File: config.mk
export PLATFORM = sky130hd
export DESIGN_NAME = cla_seq_ctrl
export DESIGN_NICKNAME = d
export VERILOG_FILES = /design/src/rtl/cla_seq_ctrl_pkg.sv /design/src/rtl/cla_seq_ctrl_adder.sv /design/src/rtl/cla_seq_ctrl.sv
export SDC_FILE = /design/constraint.sdc
export NUM_CORES = 1
export LEC_CHECK = 0
export BUFFER_PORTS_ARGS = -buffer_cell sky130_fd_sc_hd__buf_2
export CAP_MARGIN = 15
export CORE_MARGIN = 5
export CORE_UTILIZATION = 45
export CTS_CLUSTER_DIAMETER = 30
export DETAILED_ROUTE_END_ITERATION = 8
export PLACE_DENSITY_LB_ADDON = 0.08
export SLEW_MARGIN = 20
export SYNTH_ARGS = -nofsm -noshare
export SYNTH_HDL_FRONTEND = slang
export SYNTH_SLANG_ARGS = --single-unit
File: constraint.sdc
create_clock -name clk -period 5.5 [get_ports clk]
set_input_delay 0.825 -clock clk [delete_from_list [all_inputs] [get_ports clk]]
set_output_delay 0.825 -clock clk [all_outputs]
set_load 0.03 [all_outputs]
File: src/rtl/cla_seq_ctrl_pkg.sv
// Shared definitions for the word-serial add/subtract sequencer.
package cla_seq_ctrl_pkg;

  typedef enum logic [1:0] {
    IDLE = 2'd0,
    RUN  = 2'd1,
    DONE = 2'd2
  } state_t;

  localparam int NBIT_DEF   = 11;
  localparam int NWORDS_DEF = 4;

  function automatic int clog2(input int n);
    int r;
    r = 0;
    while ((1 << r) < n) r++;
    return r;
  endfunction

endpackage

File: src/rtl/cla_seq_ctrl_adder.sv
// NBIT-wide adder built from generate/propagate terms.
module cla_adder #(
  parameter int NBIT = 11
) (
  input  logic [NBIT-1:0] a,
  input  logic [NBIT-1:0] b,
  input  logic            cin,
  output logic [NBIT-1:0] s,
  output logic            cout
);

  logic [NBIT-1:0] g;
  logic [NBIT-1:0] p;
  logic [NBIT:0]   c;

  assign g = a & b;
  assign p = a ^ b;

  always_comb begin
    c    = '0;
    c[0] = cin;
    for (int i = 0; i < NBIT; i++) begin
      c[i+1] = g[i] | (p[i] & c[i]);
    end
  end

  assign s    = p ^ c[NBIT-1:0];
  assign cout = c[NBIT];

endmodule

File: src/rtl/cla_seq_ctrl.sv
// Multi-word add/subtract: one NBIT word per clock, LSW first,
// carry chained through a register.
module cla_seq_ctrl
  import cla_seq_ctrl_pkg::*;
#(
  parameter int NBIT   = NBIT_DEF,
  parameter int NWORDS = NWORDS_DEF
) (
  input  logic                   clk,
  input  logic                   rst,
  input  logic                   start,
  input  logic                   sub,
  input  logic                   cin,
  input  logic [NBIT*NWORDS-1:0] a,
  input  logic [NBIT*NWORDS-1:0] b,
  output logic                   busy,
  output logic                   done,
  output logic [NBIT*NWORDS-1:0] s,
  output logic                   cout
);

  localparam int IW = clog2(NWORDS);
  localparam logic [IW-1:0] LAST = IW'(NWORDS - 1);

  state_t                 state;
  logic [IW-1:0]          idx;
  logic                   cr;
  logic [NBIT*NWORDS-1:0] a_q;
  logic [NBIT*NWORDS-1:0] b_q;

  logic [NBIT-1:0] wa;
  logic [NBIT-1:0] wb;
  logic [NBIT-1:0] sum;
  logic            wc;

  assign wa = a_q[idx*NBIT +: NBIT];
  assign wb = b_q[idx*NBIT +: NBIT];

  cla_adder #(
    .NBIT(NBIT)
  ) u_add (
    .a   (wa),
    .b   (wb),
    .cin (cr),
    .s   (sum),
    .cout()
  );

  // Carry recovered from MSBs so the adder's own cout stays unused
  assign wc = (wa[NBIT-1] & wb[NBIT-1]) |
              ((wa[NBIT-1] ^ wb[NBIT-1]) & ~sum[NBIT-1]);

  always_ff @(posedge clk) begin
    if (rst) begin
      state <= IDLE;
      busy  <= 1'b0;
      done  <= 1'b0;
      s     <= '0;
      cout  <= 1'b0;
      idx   <= '0;
      cr    <= 1'b0;
      a_q   <= '0;
      b_q   <= '0;
    end else begin
      unique case (state)
        IDLE, DONE: begin
          done <= 1'b0;
          if (start) begin
            a_q   <= a;
            b_q   <= sub ? ~b : b;
            cr    <= sub | cin;
            idx   <= '0;
            busy  <= 1'b1;
            state <= RUN;
          end else begin
            busy  <= 1'b0;
            state <= IDLE;
          end
        end
        RUN: begin
          s[idx*NBIT +: NBIT] <= sum;
          cr  <= wc;
          idx <= idx + 1'b1;
          if (idx == LAST) begin
            cout  <= wc;
            busy  <= 1'b0;
            done  <= 1'b1;
            state <= DONE;
          end
        end
        default: begin
          busy  <= 1'b0;
          done  <= 1'b0;
          state <= IDLE;
        end
      endcase
    end
  end

endmodule
==> metrics.txt <==
Leakage=3.03 nW; per-cell routed wire length=around 17 microns; fmax=about 0.19 GHz; Area growth syn-to-layout=22.5%; vias in the first global route=approximately 4900; area of the core=0.0133 sq mm; crit path launch type=register; CP most frequent cell=fa_1; GRT Util Overall=0.200; VDD IR max=about 0.21 mV; Buffers on Ports=139; htree depth=4; initial antenna violation count=0; Layout Skew=roughly 0.0092 ns; crit-path max FO=7; Hold Crit Class=reg -> reg; # diodes=0; status=completed; mapped cell area=approximately 0.0061 sq mm; Cells after Synth=640; syn_nets=between 700 and 800; Via density=5.24; first-pass GRT wire length=approximately 25000 microns; sequential fraction of the synthesis area=0.458; largest net degree at the start of global routing=103; Post-CTS Setup Bufs=0; CTS Hold Bufs=0; chip height=127 microns; Initial Util=0.460; Slew Viols, Final=0; Req. time, crit path=about 5.8 ns; Root Driver=clkbuf_16; dpl hpwl=approximately 11000 microns; slew margin rel.=0.283; commonest non-fill, non-tap cells in the layout=138 x dfxtp_1, 138 x buf_2, 103 x nand2_1, 61 x a21oi_1, 58 x nor2_1; CP Cell Sequence=mux4_2 > fa_1 > inv_1 > fa_1 > fa_1 > fa_1 > fa_1 > fa_1 > fa_1 > fa_2 > fa_2 > fa_1 > inv_1 > fa_2 > a32oi_1 > nor2_1; final net count=864; die footprint=~0.016 sq mm; top-level I/O count=140; later-pin clock latency in the skew report=roughly 0.42 ns; layout cells sized above 1=0.271; RSZ-0062 raised after global routing=no; total number of vias=between 4000 and 5000; DRC Markers=0; Setup violations, final=0; synthesis warning total=0; period utilisation layout=0.963; Synth Register Bits=140; Final TNS setup=0 ns; final WL=around 16000 microns; PD cells=350 mW/mm^2; CTS max path bufs=2; kind of critical path=reg -> reg; Post-Place Cells=roughly 900; Synth async-reset ratio=0; synthesized area per cell=9.55 sq um; routability-driven placement congestion ratio=about 0.81; slowest cell on the critical path=fa_2; clock sink count=140; Max Cap Viol=0; CTS tree=built; Row Count=42; Setup crit end kind=register; Fin. Hold Viols=0; Detail Route Antenna Nets=0; Distinct cells, synth=30; EDFF count, synth=0; die width=127 microns; drt pass-1 iters=5; clock transition at the registers of the reported paths=0.05 ns; crit path DAT=between 5 and 6 ns; Final min period=between 5 and 6 ns; CTS Buf Count=17; DRT iter0 DRCs=414; Post-Layout Cell Count=between 900 and 1000; dominant synthesized flop cell=dfxtp_1; Critical Path Max Stage Delay=approximately 0.47 ns; total grt overflow=0; Least-Margin Pin Slew=around 1.1 ns
per-layer routing:
layer / track usage / wire length [microns]
met2: 0.322 / 7570
met1: 0.256 / 6890
met5: 0 / 0
met4: 0.0555 / 170
met3: 0.0694 / 1150
where the power goes:
| part | switching, mW | total (mW) | internal, mW |
|---|---|---|---|
| combinational | 0.211 | 0.360 | 0.150 |
| clock | 0.404 | 1.15 | 0.751 |
| sequential | 0.0336 | 1.11 | 1.07 |
| total | 0.648 | 2.62 | 1.97 |
state kept, by name (all words and copies together), names as in the netlist:
name / cells
idx: 2
done: 1
b_q: 44
cr: 1
s: 44
state: 2
busy: 1
cout: 1
a_q: 44
synth_stat cells (6+ instances only):
| library cell | count | area (sq um) |
|---|---|---|
| nor2_1 | 58 | 218 |
| fa_1 | 11 | 220 |
| a21oi_1 | 61 | 305 |
| nand2_1 | 103 | 387 |
| buf_2 | 26 | 130 |
| or3_1 | 9 | 56.3 |
| a22o_1 | 22 | 193 |
| clkbuf_1 | 21 | 78.8 |
| a32oi_1 | 11 | 96.3 |
| dfxtp_1 | 140 | 2800 |
| a211oi_1 | 44 | 330 |
| inv_1 | 32 | 120 |
| mux4_2 | 22 | 495 |
| xnor2_1 | 44 | 385 |
| ha_1 | 6 | 75.1 |
worst max-delay path: cells and delay by family, from the launching register on:
family,cells,cell delay (ns)
flip-flops,1,0.38
multiplexers,1,0.35
adder cells (fa/ha/maj),11,4.07
AND/OR/NAND/NOR,1,0.05
buffers and inverters,2,0.13
AO/OA/AOI/OAI,1,0.19
repair_timing:
item / in CTS / in global routing
endpoints found under the setup margin: 1 / 4
hold endpoints to repair: 0 / 0
gates resized for setup: 1 / 4
per-stage QoR:
step                      instance area (sq um)   util  power (mW)  setup WS [ns]  hold slack [ns]
after floorplan                            6120      -        1.36         0.0173            0.433
after global placement                     6870  0.516        1.48          0.129            0.440
after detailed placement                   6870  0.516        1.49        0.00655            0.445
after CTS                                  7480  0.562        2.64         0.0652            0.451
after global routing                       7490  0.563        2.72        0.00307            0.473
final                                      7490  0.563        2.62          0.201            0.444
path summary, 6_finish.rpt:
| kind | startpoint | end | slack [ns] | cells after the start |
|---|---|---|---|---|
| hold reg to reg | s[17]$_SDFFE_PP0P_ | s[17]$_SDFFE_PP0P_ | 0.44 | 2 |
| setup reg to reg | idx[0]$_SDFFE_PP0P_ | s[43]$_SDFFE_PP0P_ | 0.20 | 16 |
| hold / removal | s[17]$_SDFFE_PP0P_ | s[17]$_SDFFE_PP0P_ | 0.44 | 2 |
| setup / recovery | idx[0]$_SDFFE_PP0P_ | s[43]$_SDFFE_PP0P_ | 0.20 | 16 |
layout make-up:
cell class / count / area [sq um]
sequential: 140 / 2810
multi-input combinational: 415 / 2950
clock inverter: 5 / 77.6
clock buffer: 27 / 533
inverter: 32 / 120
fill: 1212 / 5810
timing repair buffer: 148 / 778
tap: 176 / 220
cells by family after synthesis:
family | after synthesis | share of synthesized area
and+or+nand+nor | 190 | 0.133
AOI/OAI and AO/OA | 142 | 0.155
DFF | 140 | 0.458
buffers and inverters | 85 | 0.0612
xor gates and xnor gates | 44 | 0.0630
muxes | 22 | 0.0810
adders and majority gates | 17 | 0.0483
(Power assumes the default switching activity.)
